File: src/rtl/data_bus_arbiter.sv
// Purpose: round-robin arbiter sharing one data memory port between m0 (LSU) and m1 (debug/DMA).
// Latency: zero-cycle request/grant and response paths; only busy_o and rvalid_err_o are registered.
// Backpressure: a master stalls until granted; requests stop while MAX_OUTST responses are outstanding.
//
// Ports:
//   clk, rst_n                      clock (rising edge), async active-low reset
//   m0_* / m1_*                     master req/gnt/addr/we/be/wdata/rvalid/rdata
//   data_*                          memory-side req/gnt/addr/we/be/wdata/rvalid/rdata
//   busy_o                          one or more transactions outstanding
//   rvalid_err_o                    one-cycle pulse: rvalid arrived with nothing outstanding
module data_bus_arbiter #(
    parameter int MAX_OUTST = 2
) (
    input  logic        clk,
    input  logic        rst_n,

    input  logic        m0_req_i,
    output logic        m0_gnt_o,
    input  logic [31:0] m0_addr_i,
    input  logic        m0_we_i,
    input  logic [3:0]  m0_be_i,
    input  logic [31:0] m0_wdata_i,
    output logic        m0_rvalid_o,
    output logic [31:0] m0_rdata_o,

    input  logic        m1_req_i,
    output logic        m1_gnt_o,
    input  logic [31:0] m1_addr_i,
    input  logic        m1_we_i,
    input  logic [3:0]  m1_be_i,
    input  logic [31:0] m1_wdata_i,
    output logic        m1_rvalid_o,
    output logic [31:0] m1_rdata_o,

    output logic        data_req_o,
    input  logic        data_gnt_i,
    output logic [31:0] data_addr_o,
    output logic        data_we_o,
    output logic [3:0]  data_be_o,
    output logic [31:0] data_wdata_o,
    input  logic        data_rvalid_i,
    input  logic [31:0] data_rdata_i,

    output logic        busy_o,
    output logic        rvalid_err_o
);

    localparam int PTR_W = (MAX_OUTST > 1) ? $clog2(MAX_OUTST) : 1;
    localparam int CNT_W = $clog2(MAX_OUTST + 1);

    // Owner FIFO: one bit per outstanding transaction naming the master that issued it.
    logic [MAX_OUTST-1:0] owner_q, owner_d;
    logic [PTR_W-1:0]     wptr_q, wptr_d;
    logic [PTR_W-1:0]     rptr_q, rptr_d;
    logic [CNT_W-1:0]     count_q, count_d;

    logic rr_last_q, rr_last_d;
    logic lock_vld_q, lock_vld_d;
    logic lock_id_q, lock_id_d;
    logic rvalid_err_q, rvalid_err_d;

    logic sel;
    logic sel_req;
    logic full;
    logic accept;
    logic pop;
    logic head;

    // Selection: a held lock wins, then a lone requester, then round-robin on a tie.
    always_comb begin
        sel = 1'b0;
        if (lock_vld_q) begin
            sel = lock_id_q;
        end else if (m0_req_i && m1_req_i) begin
            sel = ~rr_last_q;
        end else if (m1_req_i) begin
            sel = 1'b1;
        end
    end

    assign sel_req = sel ? m1_req_i : m0_req_i;
    // Full is taken from the registered count, so a same-cycle pop never enables a push.
    assign full    = (count_q == CNT_W'(MAX_OUTST));

    assign data_req_o   = sel_req & ~full;
    assign data_addr_o  = sel ? m1_addr_i  : m0_addr_i;
    assign data_we_o    = sel ? m1_we_i    : m0_we_i;
    assign data_be_o    = sel ? m1_be_i    : m0_be_i;
    assign data_wdata_o = sel ? m1_wdata_i : m0_wdata_i;

    assign accept   = data_req_o & data_gnt_i;
    assign m0_gnt_o = accept & ~sel;
    assign m1_gnt_o = accept & sel;

    // Responses return in accept order, so the FIFO head names the owner.
    assign pop         = data_rvalid_i & (count_q != '0);
    assign head        = owner_q[rptr_q];
    assign m0_rvalid_o = pop & ~head;
    assign m1_rvalid_o = pop & head;
    assign m0_rdata_o  = data_rdata_i;
    assign m1_rdata_o  = data_rdata_i;

    assign busy_o       = (count_q != '0);
    assign rvalid_err_o = rvalid_err_q;

    always_comb begin
        owner_d      = owner_q;
        wptr_d       = wptr_q;
        rptr_d       = rptr_q;
        count_d      = count_q;
        rr_last_d    = rr_last_q;
        lock_vld_d   = lock_vld_q;
        lock_id_d    = lock_id_q;
        rvalid_err_d = data_rvalid_i & (count_q == '0);

        if (accept) begin
            owner_d[wptr_q] = sel;
            wptr_d          = (wptr_q == PTR_W'(MAX_OUTST - 1)) ? '0 : wptr_q + 1'b1;
            rr_last_d       = sel;
        end
        if (pop) begin
            rptr_d = (rptr_q == PTR_W'(MAX_OUTST - 1)) ? '0 : rptr_q + 1'b1;
        end

        unique case ({accept, pop})
            2'b10:   count_d = count_q + 1'b1;
            2'b01:   count_d = count_q - 1'b1;
            default: count_d = count_q;
        endcase

        // Hold the selected master while its request waits (memory stall or full FIFO);
        // drop the lock on accept or if the master withdraws its request.
        if (sel_req && !accept) begin
            lock_vld_d = 1'b1;
            lock_id_d  = sel;
        end else begin
            lock_vld_d = 1'b0;
        end
    end

    always_ff @(posedge clk or negedge rst_n) begin
        if (!rst_n) begin
            owner_q      <= '0;
            wptr_q       <= '0;
            rptr_q       <= '0;
            count_q      <= '0;
            rr_last_q    <= 1'b1;
            lock_vld_q   <= 1'b0;
            lock_id_q    <= 1'b0;
            rvalid_err_q <= 1'b0;
        end else begin
            owner_q      <= owner_d;
            wptr_q       <= wptr_d;
            rptr_q       <= rptr_d;
            count_q      <= count_d;
            rr_last_q    <= rr_last_d;
            lock_vld_q   <= lock_vld_d;
            lock_id_q    <= lock_id_d;
            rvalid_err_q <= rvalid_err_d;
        end
    end

endmodule

File: config.mk
export PLATFORM = sky130hd
export DESIGN_NAME = data_bus_arbiter
export DESIGN_NICKNAME = d
export VERILOG_FILES = /design/src/rtl/data_bus_arbiter.sv
export SDC_FILE = /design/constraint.sdc
export NUM_CORES = 1
export LEC_CHECK = 0
export CORE_AREA = 2 2 123 125
export DETAILED_ROUTE_END_ITERATION = 12
export DIE_AREA = 0 0 125 127
export PLACE_DENSITY = 0.55
export SLEW_MARGIN = 20
export SYNTH_ARGS = -nofsm -noshare
export SYNTH_HDL_FRONTEND = slang
export SYNTH_SLANG_ARGS = --single-unit
File: constraint.sdc
create_clock -name clk -period 3.2 [get_ports clk]
set_clock_uncertainty 0.05 [all_clocks]
set_input_delay 0.48 -clock clk [delete_from_list [all_inputs] [get_ports clk]]
set_output_delay 0.48 -clock clk [all_outputs]
set_load 0.01 [all_outputs]
## Word-level counts from Yosys, hierarchy flattened

Cells that the tools add are included.
W data, S select, Z words.

| word-level totals | value |
|---|---|
| register bits after elaboration | 10 |
| input bits | 176 |

| operators by class | value |
|---|---|
| bitwise logic cells | 12 |
| add/subtract/negate cells | 4 |
| order comparisons | 3 |
| reduce and logical (&&, ||, !) cells | 7 |
| muxes and demuxes | 17 |
| equality and inequality tests | 3 |

Operators by type and width:

| cell | number |
|---|---|
| $mux W32 | 2 |
| $mux W1 | 11 |
| $and A1 B1 Y1 | 8 |
| $eq A2 B2 Y1 const B | 2 |
| $lt A1 B2 Y1 const B | 2 |
| $mux W4 | 1 |
| $not A1 Y1 | 4 |
| $pmux W2 S2 | 1 |
| $reduce_bool A2 Y1 | 2 |
| $logic_and A1 B1 Y1 | 3 |
| $add A1 B1 Y1 const B | 2 |
| $add A2 B1 Y2 const B | 1 |
| $bwmux W2 | 1 |
| $eq A2 B1 Y1 const B | 1 |
| $logic_not A2 Y1 | 1 |
| $sub A2 B1 Y2 const B | 1 |
| $demux W1 S1 | 1 |
| $ge A1 B1 Y1 const B | 1 |
| $logic_not A1 Y1 | 1 |

## Depth between registers and ports, before layout

Gate-level depths: netlist of the first run.

| logic depth | value |
|---|---|
| depth after elaboration | 9 |
| gate-level depth with buffers | 7 |

## Worst setup path after synthesis of the first run

Ideal clock, no wire load.

| timing path | value |
|---|---|
| kind | input to output |
| start | input port m1_req_i |
| end | output port data_addr_o[0] |
| required time | 2.670 ns |
| stages | 5 |
| arrival | 1.466 ns |
| buffers on the path | 1 |
| setup slack | 1.204 ns |
| path through | inv_1 -> a211oi_1 -> a21oi_2 -> buf_2 -> mux2_2 |

| on the way | value |
|---|---|
| cells in the longest elaborated chain, start to end | 4 |
| elaborated cells between the ends (all ways) | 5 |

Ends and longest elaborated chain:

| item | RTL line | source |
|---|---|---|
| start: declaration | 26 | `input logic m1_req_i,` |
| $mux W1 or $logic_and A1 B1 Y1 (tied branches) | 76, 74 |  |
| $mux W1 (*) | 74 | `end else if (m0_req_i && m1_req_i) begin` |
| $mux W1 (*) | 72 | `if (lock_vld_q) begin` |
| $mux W32 (*) | 86 | `assign data_addr_o = sel ? m1_addr_i : m0_addr_i;` |
| end: declaration | 37 | `output logic [31:0] data_addr_o,` |

Every way passes the cells marked *; elsewhere a longest branch is shown, timed or not.

## Worst setup path in the final report of the first run

| timing path | value |
|---|---|
| start | input port m0_req_i |
| end | output port data_addr_o[13] |

| on the way | value |
|---|---|
| cells in the longest elaborated chain, start to end | 4 |

Ends and longest elaborated chain:

| item | RTL line | source |
|---|---|---|
| start: declaration | 17 | `input logic m0_req_i,` |
| $logic_and A1 B1 Y1 | 74 |  |
| $mux W1 | 74 |  |
| $mux W1 | 72 |  |
| $mux W32 | 86 |  |

Every way passes these cells.

==> flow_metrics.tcl, run 1 <==
set metrics [dict create \
    synth_area_um2 1820 \
    cts.sinks 10 \
    maxCapViolations 0 \
    die_x_um 125 \
    hold_end "owner_q[0]" \
    drc 0 \
    ys_async_sr_fraction 1.00 \
    crit_slowest_cell "clkdlybuf4s50_1" \
    post_cts_buffers 0 \
    io_buffers 219 \
    dp_cells 523 \
    path_class "input port to output port" \
    clk_latency_ns 0.23 \
    timing.fmax_mhz 325 \
    cts_tree "built" \
    drive_above_1_share 0.248 \
    die-area_um2 15900 \
    grt_start_max_net_pins 37 \
    syn_nets 365 \
    via_count 1922 \
    multi_input_area_um2 1030 \
    core_area_um2 14400 \
    place.gp.congestion 0.720 \
    synth_area_per_cell_um2 9.66 \
    start_util 0.126 \
    start_kind "input port" \
    synth_ff_type "dfrtp_1" \
    worst_slew_pin_slew_ns 0.478 \
    crit_required_ns 2.67 \
    fillers 1502 \
    yosys.area_share.simple 0.0386 \
    hold_buffers 0 \
    r2r_setup_slack_ns 1.17 \
    wl_mm 8.30 \
    final_cells 527 \
    num_io_pins 316 \
    drt_first_pass_iters 3 \
    slew_violations 0 \
    area_growth_pct 113 \
    synthCells 188 \
    antenna_left 0 \
    cp-end-kind "output port" \
    synth-xor-area-share 0.0241 \
    cpPeakStageDelay_ns 0.50 \
    yosysWarnings 0 \
    synth_edf_count 0 \
    outcome "finished clean" \
    cts_made_buffers 3 \
    min_from "owner_q[0]" \
    path_clk_slew_ns 0.04 \
    cp-startpoint "m0_req_i" \
    whs_ns 0.466 \
    setup_violations 0 \
    cts-resized-gates 0 \
    grt_pass1_vias 2118 \
    fp-row-count 44 \
    dp_hpwl_mm 7.21 \
    vias_per_cell 3.65 \
    synth_fa_ha_area_frac 0.00689 \
    reg2reg_depth 6 \
    synthMuxAreaShare 0.448 \
    min_path_cells 2 \
    clockBufferDepth 2 \
    max_slew_margin 0.680 \
    cp_cell_sequence "clkdlybuf4s50_1 > a211oi_1 > buf_4 > a21oi_4 > buf_12 > mux2_2 > clkdlybuf4s50_1" \
    power_leakage_nw 1.46 \
    synth_seq_cells 10 \
    min_period_over_period 0.961 \
    critPathMostFrequentCell "clkdlybuf4s50_1" \
    drt_first_iter_violations 27 \
    fin_nets 521 \
    synth_top_family_by_area "multiplexers" \
    crit_buf_inv 4 \
    synth-compound-area-share 0.0434 \
    wire_per_inst_um 15.7 \
    yosysSeqAreaShare 0.139 \
    cts_root_buf "clkbuf_16" \
    antenna_found_initial 0 \
    powerDensity_nw_per_um2 554 \
    synth_cell_types 28 \
    track_usage 0.0948 \
    cp_max_fo 36 \
    rsz0062_at_grt "no" \
    hp-class "register to register" \
    die_h_um 127 \
    finalHoldViolCount 0 \
    cts_max_level 1 \
    post-route-min-period_ns 3.08 \
    rr_endpoint "count_q[1]" \
    regArea_um2 251 \
    grt_first_pass_wirelength_mm 11.9 \
    critPathArrivalTime_ns 2.55 \
    vdd_drop_max_v 0.000191 \
    rr_startpoint "lock_id_q" \
    finalSetupTns_ns 0 \
    overflow 0 \
    crit_family "buffers and inverters" \
    diodes 0 \
]
## synth_stat cells, types with 2 or more instances
master    number  area (µm²)
mux2_2        70         788
inv_1          5        18.8
a211oi_1       2        15.0
dfrtp_1        9         225
o21ai_0        2        10.0
buf_4         64         480
o31ai_1        2        15.0
nor2_1         5        18.8
xnor2_1        4        35.0
buf_2          7        35.0
## report_power, final
group | internal, W | switching [W]
clock network | 0.000188 | 0.0000570
registers | 0.000190 | 0.0000623
logic | 0.00104 | 0.000600
total | 0.00142 | 0.000719
## worst max-delay path by stage
stage,slack [ns],cells after the start,to
after CTS,0.1,7,data_addr_o[13]
after detailed placement,0.10,7,data_addr_o[13]
after global placement,0.09,7,data_addr_o[13]
final,0.12,7,data_addr_o[13]
after global routing,0.01,7,data_addr_o[13]
after floorplan,1.20,5,data_addr_o[0]
## tightest hold or removal path, delay by kind of cell, from the launching register on
| kind | cells | cell delay (ns) |
|---|---|---|
| flip-flops | 1 | 0.33 |
| AO/OA/AOI/OAI | 2 | 0.14 |
## final cells by class
type	count	share of cell area
multi-input cells	101	0.266
flip-flops and latches	10	0.0651
repair buffers	223	0.582
inverters	5	0.00486
clock buffers	4	0.0230
well taps	184	0.0596
## registers in the layout, summed over array words and instances (netlist names)
register      cells
lock_id_q         1
rr_last_q         1
rptr_q            1
lock_vld_q        1
wptr_q            1
count_q           2
owner_q           2
rvalid_err_o      1
## placed cells by master (no fill, tap or decap), types with 2 or more instances in the layout
cell type,n
buf_12,2
o21ai_0,2
clkbuf_16,3
mux2_2,70
xnor2_1,4
buf_4,2
inv_1,5
nor2_1,5
o31ai_1,2
a211oi_1,2
clkdlybuf4s50_1,219
dfrtp_1,9
## logic make-up (layout without fill, tap and decap cells)
kind of cell               Yosys count  count (layout)
and+or+nand+nor                     13              13
adders and majority gates            1               1
muxes                               72              72
DFF                                 10              10
AOI/OAI and AO/OA                   10              10
buffers and inverters               77             232
xor gates and xnor gates             5               5
## metrics by stage
| stage | util | cell area (µm²) | setup slack (ns) | total power (W) |
|---|---|---|---|---|
| 2_1_floorplan | - | 1820 | 1.20 | 0.00113 |
| 3_5_place_dp | 0.262 | 3770 | 0.104 | 0.00191 |
| 3_3_place_gp | 0.262 | 3770 | 0.0936 | 0.00190 |
| 5_1_grt | 0.268 | 3860 | 0.0138 | 0.00228 |
| 6_report | 0.268 | 3860 | 0.125 | 0.00214 |
| 4_1_cts | 0.268 | 3860 | 0.0956 | 0.00218 |
## per-layer routing
metal  vias up  GRT usage  wire, µm
met1       867      0.111      3270
met3        13     0.0343       952
met5         -          0         0
li1        890          -         -
met4         0     0.0203        78
met2       152      0.167      4000
No activity file was read; power rests on OpenSTA's default activity.
==> run 2: changes to the inputs <==
--- a/config.mk
+++ b/config.mk
@@ -9,6 +9,7 @@
 export DETAILED_ROUTE_END_ITERATION = 12
 export DIE_AREA = 0 0 125 127
 export PLACE_DENSITY = 0.55
+export RECOVER_POWER = 100
 export SLEW_MARGIN = 20
 export SYNTH_ARGS = -nofsm -noshare
 export SYNTH_HDL_FRONTEND = slang
==> flow_metrics.tcl, run 2 (synthesis gave the netlist of run 1 again) <==
set metrics [dict create \
    outcome "finished clean" \
    cts_root_buf "clkbuf_16" \
    die_h_um 127 \
    cts_made_buffers 3 \
    drt_first_iter_violations 24 \
    use_met3 0.0343 \
    io_buffers 219 \
    rsz0062_at_grt "no" \
    fin_util 0.267 \
    start_util 0.126 \
    finalSetupTns_ns 0 \
    post_cts_buffers 0 \
    final_cell_mix "211 x clkdlybuf4s50_1, 61 x mux2_2, 10 x mux2_1" \
    cts-resized-gates 0 \
    cp-end-kind "output port" \
    pwr-share-clk 0.117 \
    fp-row-count 44 \
    grt.busiest_layer "met2" \
    grt_start_max_net_pins 37 \
    slew_violations 0 \
    cts.sinks 10 \
    area_growth_pct 112 \
    vdd_drop_max_v 0.000191 \
    cp_max_fo 36 \
    power_frac_seq 0.120 \
    cts_max_level 1 \
    crit_slowest_cell "clkdlybuf4s50_1" \
    clockBufferDepth 2 \
    via_count 1922 \
    grt_pass1_vias 2118 \
    vias_per_cell 3.65 \
    path_clk_slew_ns 0.04 \
    core_area_um2 14400 \
    fillers 1504 \
    power.share.combinational 0.763 \
    maxCapViolations 0 \
    switching_power_w 0.000718 \
    dp_hpwl_mm 7.21 \
    cp_cell_sequence "clkdlybuf4s50_1 > a211oi_1 > buf_4 > a21oi_4 > buf_12 > mux2_1 > clkdlybuf4s50_1" \
    internal_power_w 0.00139 \
    grt_util_met2 0.167 \
    path_class "input port to output port" \
    cpPeakStageDelay_ns 0.50 \
    die_x_um 125 \
    wire_per_inst_um 15.7 \
    gr-usage-met1 0.111 \
    max_slew_margin 0.683 \
    hold_buffers 0 \
    grt_first_pass_wirelength_mm 11.9 \
    place.gp.congestion 0.720 \
    setup_violations 0 \
    critPathMostFrequentCell "clkdlybuf4s50_1" \
    worst_slew_pin_slew_ns 0.475 \
    start_kind "input port" \
    post-route-min-period_ns 3.09 \
    wl_mm 8.29 \
    antenna_left 0 \
    finalHoldViolCount 0 \
    drc 0 \
    timing.fmax_mhz 324 \
    track_usage 0.0948 \
    switching_share 0.341 \
    final_common_cell "clkdlybuf4s50_1" \
    cts_tree "built" \
    regArea_um2 251 \
    powerDensity_nw_per_um2 546 \
    clk_latency_ns 0.23 \
    die-area_um2 15900 \
    diodes 0 \
    fin_nets 521 \
    num_io_pins 316 \
    hp-class "register to register" \
    min_period_over_period 0.965 \
    drive_above_1_share 0.216 \
    antenna_found_initial 0 \
    power_leakage_nw 1.46 \
    critPathArrivalTime_ns 2.56 \
    largestRegisters "count_q (2), owner_q (2)" \
    overflow 0 \
    multi_input_area_um2 1020 \
    drt_first_pass_iters 4 \
    crit_required_ns 2.67 \
]
## run 2: through the flow
stage / instance area, µm² / worst slack, ns / hold WS, ns / instances / total power [W]
floorplan: 1820 / 1.20 / 0.134 / 188 / 0.00113
global placement: 3770 / 0.0936 / 0.434 / 523 / 0.00190
detailed placement: 3770 / 0.104 / 0.445 / 523 / 0.00191
CTS: 3860 / 0.0956 / 0.467 / 527 / 0.00218
global route: 3850 / 0.0148 / 0.488 / 527 / 0.00224
finish: 3850 / 0.111 / 0.466 / 527 / 0.00210
## run 2: layout make-up
class / instances / share of cell area
sequential: 10 / 0.0652
tap: 184 / 0.0597
inverter: 5 / 0.00487
multi-input combinational: 101 / 0.265
clock buffer: 4 / 0.0230
timing repair buffer: 223 / 0.582
## run 2: per-layer routing
layer | vias up | routed length (µm)
li1 | 889 | -
met1 | 866 | 3280
met2 | 152 | 3990
met3 | 15 | 936
met4 | 0 | 87
met5 | - | 0
## run 2: path summary, 6_finish.rpt
kind                                         to  depth (start not counted)  slack (ns)       from
min in group asynchronous            owner_q[1]                          1        0.59      rst_n
worst max-delay path            data_addr_o[19]                          7        0.11   m0_req_i
worst min-delay path                     rptr_q                          1        0.47     rptr_q
max in group asynchronous             rr_last_q                          1        2.16      rst_n
worst min register to register           rptr_q                          1        0.47     rptr_q
worst max register to register       count_q[1]                          6        1.11  lock_id_q
## run 2: power groups by stage
stage | logic, W | clock network [W] | registers, W
global route | 0.00172 | 0.000261 | 0.000262
floorplan | 0.000897 | 0 | 0.000236
detailed placement | 0.00166 | 0 | 0.000254
CTS | 0.00167 | 0.000252 | 0.000254
finish | 0.00161 | 0.000246 | 0.000253
global placement | 0.00165 | 0 | 0.000250
## run 2: critical path, delay by kind of cell
family	cells	cell delay, ns
mux	1	0.40
buf+inv	4	1.39
compound gates	2	0.25
